`config.mk`:
```
export PLATFORM = sky130hd
export DESIGN_NAME = systolic_skew_feeder
export DESIGN_NICKNAME = d
export VERILOG_FILES = /design/src/rtl/systolic_skew_feeder.sv
export SDC_FILE = /design/constraint.sdc
export NUM_CORES = 1
export LEC_CHECK = 0
export ABC_CLOCK_PERIOD_IN_PS = 5250
export BUFFER_PORTS_ARGS = -buffer_cell sky130_fd_sc_hd__buf_2
export CAP_MARGIN = 20
export CORE_MARGIN = 2
export CORE_UTILIZATION = 50
export CTS_CLUSTER_DIAMETER = 40
export DETAILED_ROUTE_END_ITERATION = 6
export PLACE_DENSITY = 0.71
export SYNTH_ARGS = -nofsm -noshare
export SYNTH_HDL_FRONTEND = slang
export SYNTH_SLANG_ARGS = --single-unit
export TNS_END_PERCENT = 5
```
`constraint.sdc`:
```
create_clock -name clk -period 5.25 [get_ports clk]
set_input_delay 0 -clock clk [delete_from_list [all_inputs] [get_ports clk]]
set_output_delay 0 -clock clk [all_outputs]
set_load 0.01 [all_outputs]
```
`src/rtl/systolic_skew_feeder.sv`:
```
// systolic_skew_feeder
//   Upstream feeder for systolic_array. Holds one N x N activation tile (A) and
//   one N x N weight tile (B), each as N lane-packed words. On start it streams
//   both tiles onto the array buses with diagonal skew: lane k of the output is
//   delayed k cycles relative to lane 0.
//
// Ports
//   clk          rising-edge system clock
//   reset        synchronous, active-high; clears FSM, outputs and both buffers
//   wr_en        buffer write strobe (honoured only while idle)
//   wr_sel       0 = A buffer, 1 = B buffer
//   wr_idx       word index 0..N-1
//   wr_data      lane-packed word, lane 0 in the top DW bits
//   start        single-cycle pulse to begin streaming (ignored while busy)
//   busy         stream in progress
//   done         one-cycle pulse after the last stream word
//   out_valid    datain_out / weightin_out carry a stream word
//   datain_out   skewed A stream to systolic_array datain
//   weightin_out skewed B stream to systolic_array weightin
module systolic_skew_feeder #(
    parameter int unsigned N  = 4,
    parameter int unsigned DW = 8,
    parameter int unsigned IW = 2
) (
    input  logic            clk,
    input  logic            reset,
    input  logic            wr_en,
    input  logic            wr_sel,
    input  logic [IW-1:0]   wr_idx,
    input  logic [N*DW-1:0] wr_data,
    input  logic            start,
    output logic            busy,
    output logic            done,
    output logic            out_valid,
    output logic [N*DW-1:0] datain_out,
    output logic [N*DW-1:0] weightin_out
);

    localparam int unsigned W  = N * DW;
    localparam int unsigned CW = (N > 1) ? $clog2(2 * N - 1) : 1;
    localparam logic [CW-1:0] LastStep = CW'(2 * N - 2);

    typedef enum logic [1:0] {
        StIdle,
        StRun,
        StDone
    } state_t;

    state_t        state_q, state_d;
    logic [CW-1:0] cnt_q, cnt_d;
    logic          load;
    logic          done_d;
    logic [W-1:0]  din_d, win_d;

    logic [W-1:0]  a_mem [N];
    logic [W-1:0]  b_mem [N];

    // Next-state and control
    always_comb begin
        state_d = state_q;
        cnt_d   = cnt_q;
        load    = 1'b0;
        done_d  = 1'b0;
        unique case (state_q)
            StIdle: begin
                if (start) begin
                    state_d = StRun;
                    cnt_d   = '0;
                end
            end
            StRun: begin
                load = 1'b1;
                if (cnt_q == LastStep) begin
                    state_d = StDone;
                end else begin
                    cnt_d = cnt_q + 1'b1;
                end
            end
            StDone: begin
                done_d  = 1'b1;
                state_d = StIdle;
            end
            default: begin
                state_d = StIdle;
            end
        endcase
    end

    // Skewed word for step t = cnt_q: lane k reads word t-k when it lies in the tile,
    // otherwise the lane is zero. Outside RUN the whole word is zero.
    always_comb begin
        din_d = '0;
        win_d = '0;
        if (state_q == StRun) begin
            for (int k = 0; k < int'(N); k++) begin
                if ((int'(cnt_q) >= k) && ((int'(cnt_q) - k) < int'(N))) begin
                    din_d[W-1-k*DW -: DW] = a_mem[IW'(int'(cnt_q) - k)][W-1-k*DW -: DW];
                    win_d[W-1-k*DW -: DW] = b_mem[IW'(int'(cnt_q) - k)][W-1-k*DW -: DW];
                end
            end
        end
    end

    always_ff @(posedge clk) begin
        if (reset) begin
            state_q      <= StIdle;
            cnt_q        <= '0;
            done         <= 1'b0;
            out_valid    <= 1'b0;
            datain_out   <= '0;
            weightin_out <= '0;
        end else begin
            state_q      <= state_d;
            cnt_q        <= cnt_d;
            done         <= done_d;
            out_valid    <= load;
            datain_out   <= din_d;
            weightin_out <= win_d;
        end
    end

    // Tile buffers: writes land only while idle, so a running stream sees a stable tile.
    // A write in the same cycle as start still commits before the first read.
    always_ff @(posedge clk) begin
        if (reset) begin
            for (int i = 0; i < int'(N); i++) begin
                a_mem[i] <= '0;
                b_mem[i] <= '0;
            end
        end else if (wr_en && (state_q == StIdle)) begin
            if (wr_sel) begin
                b_mem[wr_idx] <= wr_data;
            end else begin
                a_mem[wr_idx] <= wr_data;
            end
        end
    end

    // Busy covers RUN and the DONE state (last valid word); it drops with the done pulse.
    assign busy = (state_q != StIdle);

endmodule

```
# Word level (Yosys, flattened, before mapping)
# Memories as Yosys holds them, arrays and structs flattened. A register that Yosys moved wholly into a read port is not among the register bits.
# Index checks and enable logic that the tools add are counted.
[word_totals] mem_bits_rw=256 inputBits=39 output_inout_bits=67 word_cells=67 rom_bits=0 memories=2 reg_bits=7 latchBits=0
[op_classes] n_lt_le_gt_ge=7 mul=0 n_bitwise=5 n_addsub=4 n_mux=24 eq_ne=6 div_mod_pow=0 n_shift=0 n_reduce_logical=15
[mem_list] name="a_mem" depth=4 width=32 read_ports=4 rd_clocked_by_memory_dff=4 wr=4 line_no="55" text="logic [W-1:0] a_mem [N];"
[mem_list] name="b_mem" depth=4 width=32 read_ports=4 rd_clocked_by_memory_dff=4 wr=4 line_no="56" text="logic [W-1:0] b_mem [N];"
[ops] cell="$lt A32 B4 Y1 const B" count=3
[ops] cell="$mux W32" count=2
[ops] cell="$reduce_or A32 Y1" count=2
[ops] cell="$mux W1" count=14
[ops] cell="$reduce_or A3 Y1" count=4
[ops] cell="$mux W2" count=4
[ops] cell="$sub A3 B2 Y4 const B" count=2
[ops] cell="$ge A3 B2 Y1 const B" count=2
[ops] cell="$mux W3" count=2
[ops] cell="$ne A2 B2 Y1 const B" count=3
[ops] cell="$pmux W3 S2" count=1
[ops] cell="$not A1 Y1" count=5
[ops] cell="$logic_and A1 B1 Y1" count=4
[ops] cell="$pmux W2 S2" count=1
[ops] cell="$reduce_bool A2 Y1" count=2
[ops] cell="$sub A3 B1 Y4 const B" count=1
[ops] cell="$add A3 B1 Y3 const B" count=1
[ops] cell="$eq A3 B3 Y1 const B" count=1
[ops] cell="$ge A3 B1 Y1 const B" count=1
[ops] cell="$lt A3 B3 Y1 const B" count=1
[ops] cell="$reduce_and A3 Y1" count=1
[ops] cell="$eq A2 B1 Y1 const B" count=1
[ops] cell="$eq A2 B2 Y1 const B" count=1
[ops] cell="$logic_not A2 Y1" count=1
[ops] cell="$reduce_and A2 Y1" count=1

# Longest topological paths before layout
# Gate-level depths: netlist of the first run.
[logic_depth] ltp_word=7 ltp_mapped=9 ltp_nobuf=6

# Worst setup path before layout of the first run
# No wires, ideal clock.
[synth_timing] path_type="flip-flop to flip-flop" start="register cnt_q[1]" end="register datain_out[0] (read register of a_mem)" t_arrival_ns=2.403 setup_time_ns=0.115 n_path_buf=4 required_ns=5.135 path_slack_ns=2.732 stages_incl_launch_ff=9 synth_period_minus_slack_ns=2.518 path_cell_list="dfxtp_1 > clkbuf_1 > buf_1 > inv_1 > ha_1 > buf_1 > clkbuf_1 > mux4_2 > and3_1"
[synth_via] elab_chain_cells=5 word_cells_on_any_way=6 classes_between="add/sub (1); order compare (2); bitwise (1); reduce/logical (2)"
[synth_rtl] item="start: declaration" line_no="50" text="logic [CW-1:0] cnt_q, cnt_d;"
[synth_rtl] item="start signal: assignment" line_no="114" text="cnt_q <= cnt_d;"
[synth_rtl] item="$sub A3 B2 Y4" line_no="97" text="din_d[W-1-k*DW -: DW] = a_mem[IW'(int'(cnt_q) - k)][W-1-k*DW -: DW];"
[synth_rtl] item="$lt A32 B4 Y1" line_no="96" text="if ((int'(cnt_q) >= k) && ((int'(cnt_q) - k) < int'(N))) begin"
[synth_rtl] item="$logic_and A1 B1 Y1" line_no="96"
[synth_rtl] item="$not A1 Y1 (no source line)"
[synth_rtl] item="$reduce_or A3 Y1 (no source line)"
[synth_rtl] item="end: declaration" line_no="35" text="output logic [N*DW-1:0] datain_out,"
# Several ways; a longest one is shown, not always the timed one.
# A chain may end at the register's enable or synchronous reset.

# Final worst setup path of the first run
[layout_timing] start="register cnt_q[0]" end="register weightin_out[2] (read register of b_mem)"
[layout_via] elab_chain_cells=5 word_cells_on_any_way=6 classes_between="add/sub (1); order compare (2); bitwise (1); reduce/logical (2)"
[layout_rtl] item="$sub A3 B2 Y4" line_no="98" text="win_d[W-1-k*DW -: DW] = b_mem[IW'(int'(cnt_q) - k)][W-1-k*DW -: DW];"
[layout_rtl] item="$lt A32 B4 Y1" line_no="96"
[layout_rtl] item="$logic_and A1 B1 Y1" line_no="96"
[layout_rtl] item="$not A1 Y1 (no source line)"
[layout_rtl] item="$reduce_or A3 Y1 (no source line)"
[layout_rtl] item="end: declaration" line_no="36" text="output logic [N*DW-1:0] weightin_out"
# Several ways; a longest one is shown, not always the timed one.

==> results of run 1 <==
metrics by stage:
step	utilization (%)	instance area [um^2]	hold WS (ns)
global route	60.7	15800	0.153
CTS	60.6	15800	0.112
global placement	53.9	14000	0.364
detailed placement	53.9	14000	0.350
floorplan	-	13300	0.198
finish	60.7	15800	0.122
logic make-up after synthesis:
kind of cell / after synthesis / share of synthesized area, %
fa+ha+maj: 5 / 0.472
simple gates: 355 / 17.2
buf+inv: 56 / 2.07
flops: 327 / 68.7
compound gates: 8 / 0.538
xor+xnor: 2 / 0.132
mux: 64 / 10.9
repair_timing:
item                      CTS  global route
hold buffers               35             0
hold endpoints to repair  261             0
gates resized for setup     0             0
final cells by class:
cell class              instances  area, um^2
fillers                      1936       10200
flip-flops and latches        327        9110
multi-input cells             434        3880
clock buffers                  46        1080
repair buffers                153         986
well taps                     335         419
clock inverters                32         323
inverters                       5        18.8
diodes                          1        2.50
placed cells by master (no fill, tap or decap), types with 2 or more instances in the layout:
master	n
nand3_1	2
mux4_2	64
nor3_4	2
clkinvlp_4	5
and3b_1	2
or2_2	5
and2_1	256
o31ai_1	2
nor3_1	2
ha_1	4
and3_1	36
clkinv_2	5
nor2b_1	34
inv_8	2
buf_4	12
clkbuf_1	3
nor2_1	3
clkinv_1	6
a21o_1	2
nor3b_1	2
inv_1	5
clkbuf_16	42
xor2_1	2
edfxtp_1	256
clkinv_4	5
inv_6	4
buf_2	105
dlygate4sd3_1	35
dfxtp_1	70
bufinv_16	4
a31o_2	2
nor2_4	2
how the worst min path moves through the flow:
stage | start | endpoint | depth (start not counted)
3_5_place_dp | start | state_q[0] | 3
3_3_place_gp | wr_data[23] | a_mem[1][23] | 2
6_report | wr_sel | a_mem[2][13] | 3
5_1_grt | wr_sel | a_mem[2][10] | 3
4_1_cts | wr_sel | a_mem[2][13] | 3
2_1_floorplan | wr_data[0] | a_mem[0][0] | 1
registers in the layout, summed over array words and instances, names as in the netlist:
name,cells
done,1
cnt_q,3
state_q,2
datain_out,32
weightin_out,32
a_mem,128
out_valid,1
b_mem,128
synth_stat cells (all sizes together):
library cell,instances,area [um^2]
a21o,2,15.0
a221oi,1,8.76
a31o,2,17.5
and2,256,1600
and3,36,225
and3b,2,17.5
and4bb,1,12.5
buf,19,135
clkbuf,32,120
dfxtp,71,1420
edfxtp,256,7690
ha,5,62.6
inv,5,18.8
mux4,64,1440
nand2,1,3.75
nand2b,1,6.26
nand3,2,10.0
nand3b,1,7.51
nor2,5,33.8
nor2b,34,213
nor3,4,42.5
nor3b,3,27.5
nor4,1,6.26
nor4b,1,15.0
o221ai,1,15.0
o31ai,2,15.0
or2,5,31.3
or4b,2,23.8
xor2,2,17.5
worst reg2reg max path: stages, from the launching register on:
cell,delay [ns]
dfxtp_4,0.74
buf_4,0.74
ha_1,0.33
xor2_1,0.54
buf_4,0.29
and3_1,0.17
power by group through the flow:
stage	combinational, W	sequential (W)	clock (W)
after floorplan	0.000206	0.00296	0
after global placement	0.000304	0.00298	0
after detailed placement	0.000309	0.00299	0
after CTS	0.000330	0.00293	0.00286
after global routing	0.000354	0.00294	0.00297
final	0.000326	0.00293	0.00282
layer usage:
metal | vias up | share of wire, % | GRT usage, %
met4 | 0 | 2.7 | 7.98
met2 | 187 | 51 | 35.6
met5 | - | 0 | 0
met3 | 46 | 3.8 | 2.90
li1 | 3278 | - | -
met1 | 3710 | 42 | 26.7
==> reports/qor.csv, run 1 <==
metric;value;unit
outcome;finished clean;
Place WS;2.29;ns
IO buf count;105;
worst path arrival time;3.34;ns
Placed Instances;1218;
GRT Total Usage;20.6;%
Pint;0.00475;W
type of the tightest min-delay check;input pin to flop;
reg2reg end;weightin_out[2];
Clk pwr share;46.4;%
initial antenna violation count;0;
Final setup viols;0;
minimum clock period;2.90;ns
DIE HEIGHT;167;um
worst skew pair latency;0.53;ns
Net Sw Frac;21.9;%
total wire length;27900;um
TritonRoute pass-1 iters;4;
WL/cell;20.9;um
final cycle utilization of the critical path;55.2;%
Sink Count;327;
Post-Syn Area;0.0133;mm^2
post-synth cell types;35;
CP Launch Type;flop;
Final nets;1007;
H-tree depth;2;
die width;167;um
kind of cell adding the most delay to the critical path;buffers and inverters;
Num CTS Buffers;42;
Syn Inst Count;817;
clk_skew;0.0252;ns
Setup crit end kind;flop;
Final Hold Viols;0;
Rows;59;
WP buf/inv;2;
gr ovfl total;0;
syn_nets;861;
die area;0.0278;mm^2
Critical Path RT;5.70;ns
reg2reg setup slack;2.35;ns
DRC Markers;0;
DRT antenna net count;0;
effective utilization at floorplan;50.9;%
RD Place Congestion;0.707;
Fin Setup TNS;0;ns
critical path launch point;cnt_q[0];
Worst R2R Path Depth;5;
clk root buf;clkbuf_16;
Reg-to-Reg Start;cnt_q[0];
IO Count;106;
synthesis-stage register bit count;327;
CORE AREA;0.0261;mm^2
Most common cell on crit path;buf_4;
Pwr Total;0.00608;W
CP Depth;5;
max-cap viol count;0;
setup bufs post-CTS;0;
Crit Path Class;flop to flop;
number of global-route vias before repair;7667;
actual slew at the worst max-slew pin;1.03;ns
Max stage delay cell, worst path;dfxtp_4;
largest net degree at the start of global routing;40;
Critical Path, Cell by Cell;buf_4 > ha_1 > xor2_1 > buf_4 > and3_1;
Slew HR;31.6;%
Post-Layout Cell Count;1333;
CTS tree;done;
P_leak;6.22;nW
NetSw;0.00133;W
vias per cell;5.42;
sequential share of power;48.2;%
Synth Warn #;0;
sequential share of the synthesized area;68.7;%
Worst IR Drop VDD;0.239;mV
Area growth syn-to-layout;19.3;%
layout cells sized above 1;27.0;%
Worst path max stage delay;0.74;ns
crit path to;weightin_out[2];
Fmax;0.345;GHz
dpl hpwl;15700;um
PD cells;384;mW/mm^2
First DRT Iteration DRCs;528;
final worst slack;2.35;ns
power share of the combinational group;5.4;%
critical-path maximum fanout;39;
clock-pin slew on the worst setup and hold paths;0.06;ns
first-pass GRT wire length;44000;um
RSZ-0062 raised after global routing;no;
syn_area_per_cell;16.2;um^2
CTS max path bufs;3;
Slew Viols, Final;0;
vias;7221;
Power figures use the tool's default switching activity.
==> run 2: changes to the inputs <==
--- a/config.mk
+++ b/config.mk
@@ -5,14 +5,14 @@
 export SDC_FILE = /design/constraint.sdc
 export NUM_CORES = 1
 export LEC_CHECK = 0
-export ABC_CLOCK_PERIOD_IN_PS = 5250
+export ABC_CLOCK_PERIOD_IN_PS = 2600
 export BUFFER_PORTS_ARGS = -buffer_cell sky130_fd_sc_hd__buf_2
 export CAP_MARGIN = 20
 export CORE_MARGIN = 2
 export CORE_UTILIZATION = 50
 export CTS_CLUSTER_DIAMETER = 40
 export DETAILED_ROUTE_END_ITERATION = 6
-export PLACE_DENSITY = 0.71
+export PLACE_DENSITY = 0.74
 export SYNTH_ARGS = -nofsm -noshare
 export SYNTH_HDL_FRONTEND = slang
 export SYNTH_SLANG_ARGS = --single-unit
==> constraint.sdc (replaced) <==
create_clock -name clk -period 2.6 [get_ports clk]
set_input_delay 0 -clock clk [delete_from_list [all_inputs] [get_ports clk]]
set_output_delay 0 -clock clk [all_outputs]
set_load 0.01 [all_outputs]
==> run 2 against run 1 <==
Effect of this change: first-iteration DRC count up 3.8%; sequential power up 100%; power up 96%; clock skew down 0.012 ns; clock-buffer cell count up 6; non-clock buffer count up 15; setup slack worse by 1.9 ns; highest routed layer unchanged; critical endpoint is now b_mem[1][8]; combinational power up 120%.
==> reports/qor.csv, run 2 (same netlist as run 1, synthesis figures left out) <==
metric;value;unit
outcome;finished clean;
CTS tree;done;
CP Launch Type;flop;
CTS max path bufs;3;
Slew Viols, Final;0;
Final nets;1019;
Num CTS Buffers;39;
Final setup viols;0;
RSZ-0062 raised after global routing;no;
clk_skew;0.0129;ns
P_leak;6.26;nW
PD cells;750;mW/mm^2
Placed Instances;1234;
total wire length;28300;um
reg2reg setup slack;0.46;ns
crit path to;b_mem[1][8];
Sink Count;327;
H-tree depth;2;
Slew HR;33.2;%
clk root buf;clkbuf_16;
Final Hold Viols;0;
GRT Total Usage;20.8;%
worst path arrival time;2.27;ns
max-cap viol count;0;
effective utilization at floorplan;50.9;%
reg2reg end;b_mem[1][8];
First DRT Iteration DRCs;548;
kind of cell adding the most delay to the critical path;simple AND/OR/NAND/NOR gates;
critical path launch point;state_q[1];
top flop regs;a_mem: 128 flops, b_mem: 128 flops;
Critical Path RT;2.73;ns
CTS Hold Bufs;35;
Worst IR Drop VDD;0.626;mV
Setup crit end kind;flop;
Max stage delay cell, worst path;or2_2;
CORE AREA;0.0261;mm^2
cts repair resizes;0;
clock-pin slew on the worst setup and hold paths;0.06;ns
DRC Markers;0;
WP buf/inv;0;
vias;7178;
gr ovfl total;0;
number of global-route vias before repair;7660;
RD Place Congestion;0.761;
Fmax;0.467;GHz
hold slack;0.125;ns
Post-Layout Cell Count;1342;
Worst R2R Path Depth;3;
IO Count;106;
Critical Path, Cell by Cell;and4bb_2 > and3_1 > or2_2;
minimum clock period;2.14;ns
IO buf count;105;
final cycle utilization of the critical path;82.3;%
vias per cell;5.35;
Post-Route Utilization;60.9;%
DIE HEIGHT;167;um
DRT antenna net count;0;
Area growth syn-to-layout;19.7;%
critical-path maximum fanout;32;
first-pass GRT wire length;43900;um
die width;167;um
worst skew pair latency;0.52;ns
setup bufs post-CTS;0;
die area;0.0278;mm^2
Crit Path Class;flop to flop;
dpl hpwl;16400;um
initial antenna violation count;2;
largest net degree at the start of global routing;37;
TritonRoute pass-1 iters;4;
Rows;59;
Fin Setup TNS;0;ns
Worst path max stage delay;0.78;ns
Reg-to-Reg Start;state_q[1];
layout cells sized above 1;27.3;%
most frequent cells in the layout;and2_1, edfxtp_1, buf_2, dfxtp_1, mux4_2;
CP Depth;3;
actual slew at the worst max-slew pin;1.00;ns
WL/cell;21.1;um
type of the tightest min-delay check;input pin to flop;
==> run 2: cell types whose count changed in the layout (fill, tap and decap cells not counted), moves of 2 or more <==
cell	previous run	this run
clkinvlp_4	5	3
clkinv_4	5	1
clkbuf_1	3	8
buf_4	12	22
buf_12	1	6
bufinv_16	4	2
clkbuf_8	1	3
inv_8	2	0
clkinv_1	6	3
==> run 2: worst min-delay path: cells and delay by family <==
kind,cells,cell delay (ns)
buf+inv,1,0.17
simple gates,2,0.30
==> run 2: worst min-delay path by stage <==
stage | cells after the start | from | end
floorplan | 1 | wr_data[0] | a_mem[0][0]
global placement | 2 | wr_data[31] | a_mem[1][31]
detailed placement | 3 | start | state_q[0]
CTS | 3 | wr_sel | a_mem[3][3]
global route | 3 | wr_sel | a_mem[3][0]
finish | 3 | wr_sel | a_mem[3][3]
==> run 2: through the flow <==
step | instance area (um^2) | setup slack, ns | total power [W]
floorplan | 13300 | 0.0817 | 0.00640
global placement | 14200 | 0.506 | 0.00665
detailed placement | 14200 | 0.418 | 0.00668
CTS | 15900 | 0.415 | 0.0120
global route | 15900 | 0.350 | 0.0122
finish | 15900 | 0.460 | 0.0119
==> run 2: power breakdown <==
| part | internal (W) | switching (W) | leakage (nW) |
|---|---|---|---|
| Clock | 0.00319 | 0.00210 | 0.617 |
| Combinational | 0.000326 | 0.000379 | 2.41 |
| Sequential | 0.00583 | 0.0000572 | 3.23 |
==> run 2: layer usage <==
metal / part of all wire, % / GRT usage (%) / routed length [um] / vias up
met1: 39 / 25.9 / 11100 / 3620
met4: 2.6 / 6.78 / 730 / 0
met2: 53 / 37.1 / 15000 / 214
li1: - / - / - / 3292
met5: 0 / 0 / 0 / -
met3: 5.1 / 3.75 / 1460 / 52
==> run 2: final cells by class <==
class                      count  area (um^2)
fill                        1932        10200
sequential                   327         9110
multi-input combinational    434         3880
timing repair buffer         168         1160
clock buffer                  52         1100
tap                          335          419
clock inverter                19          173
inverter                       5         18.8
antenna                        2         5.00
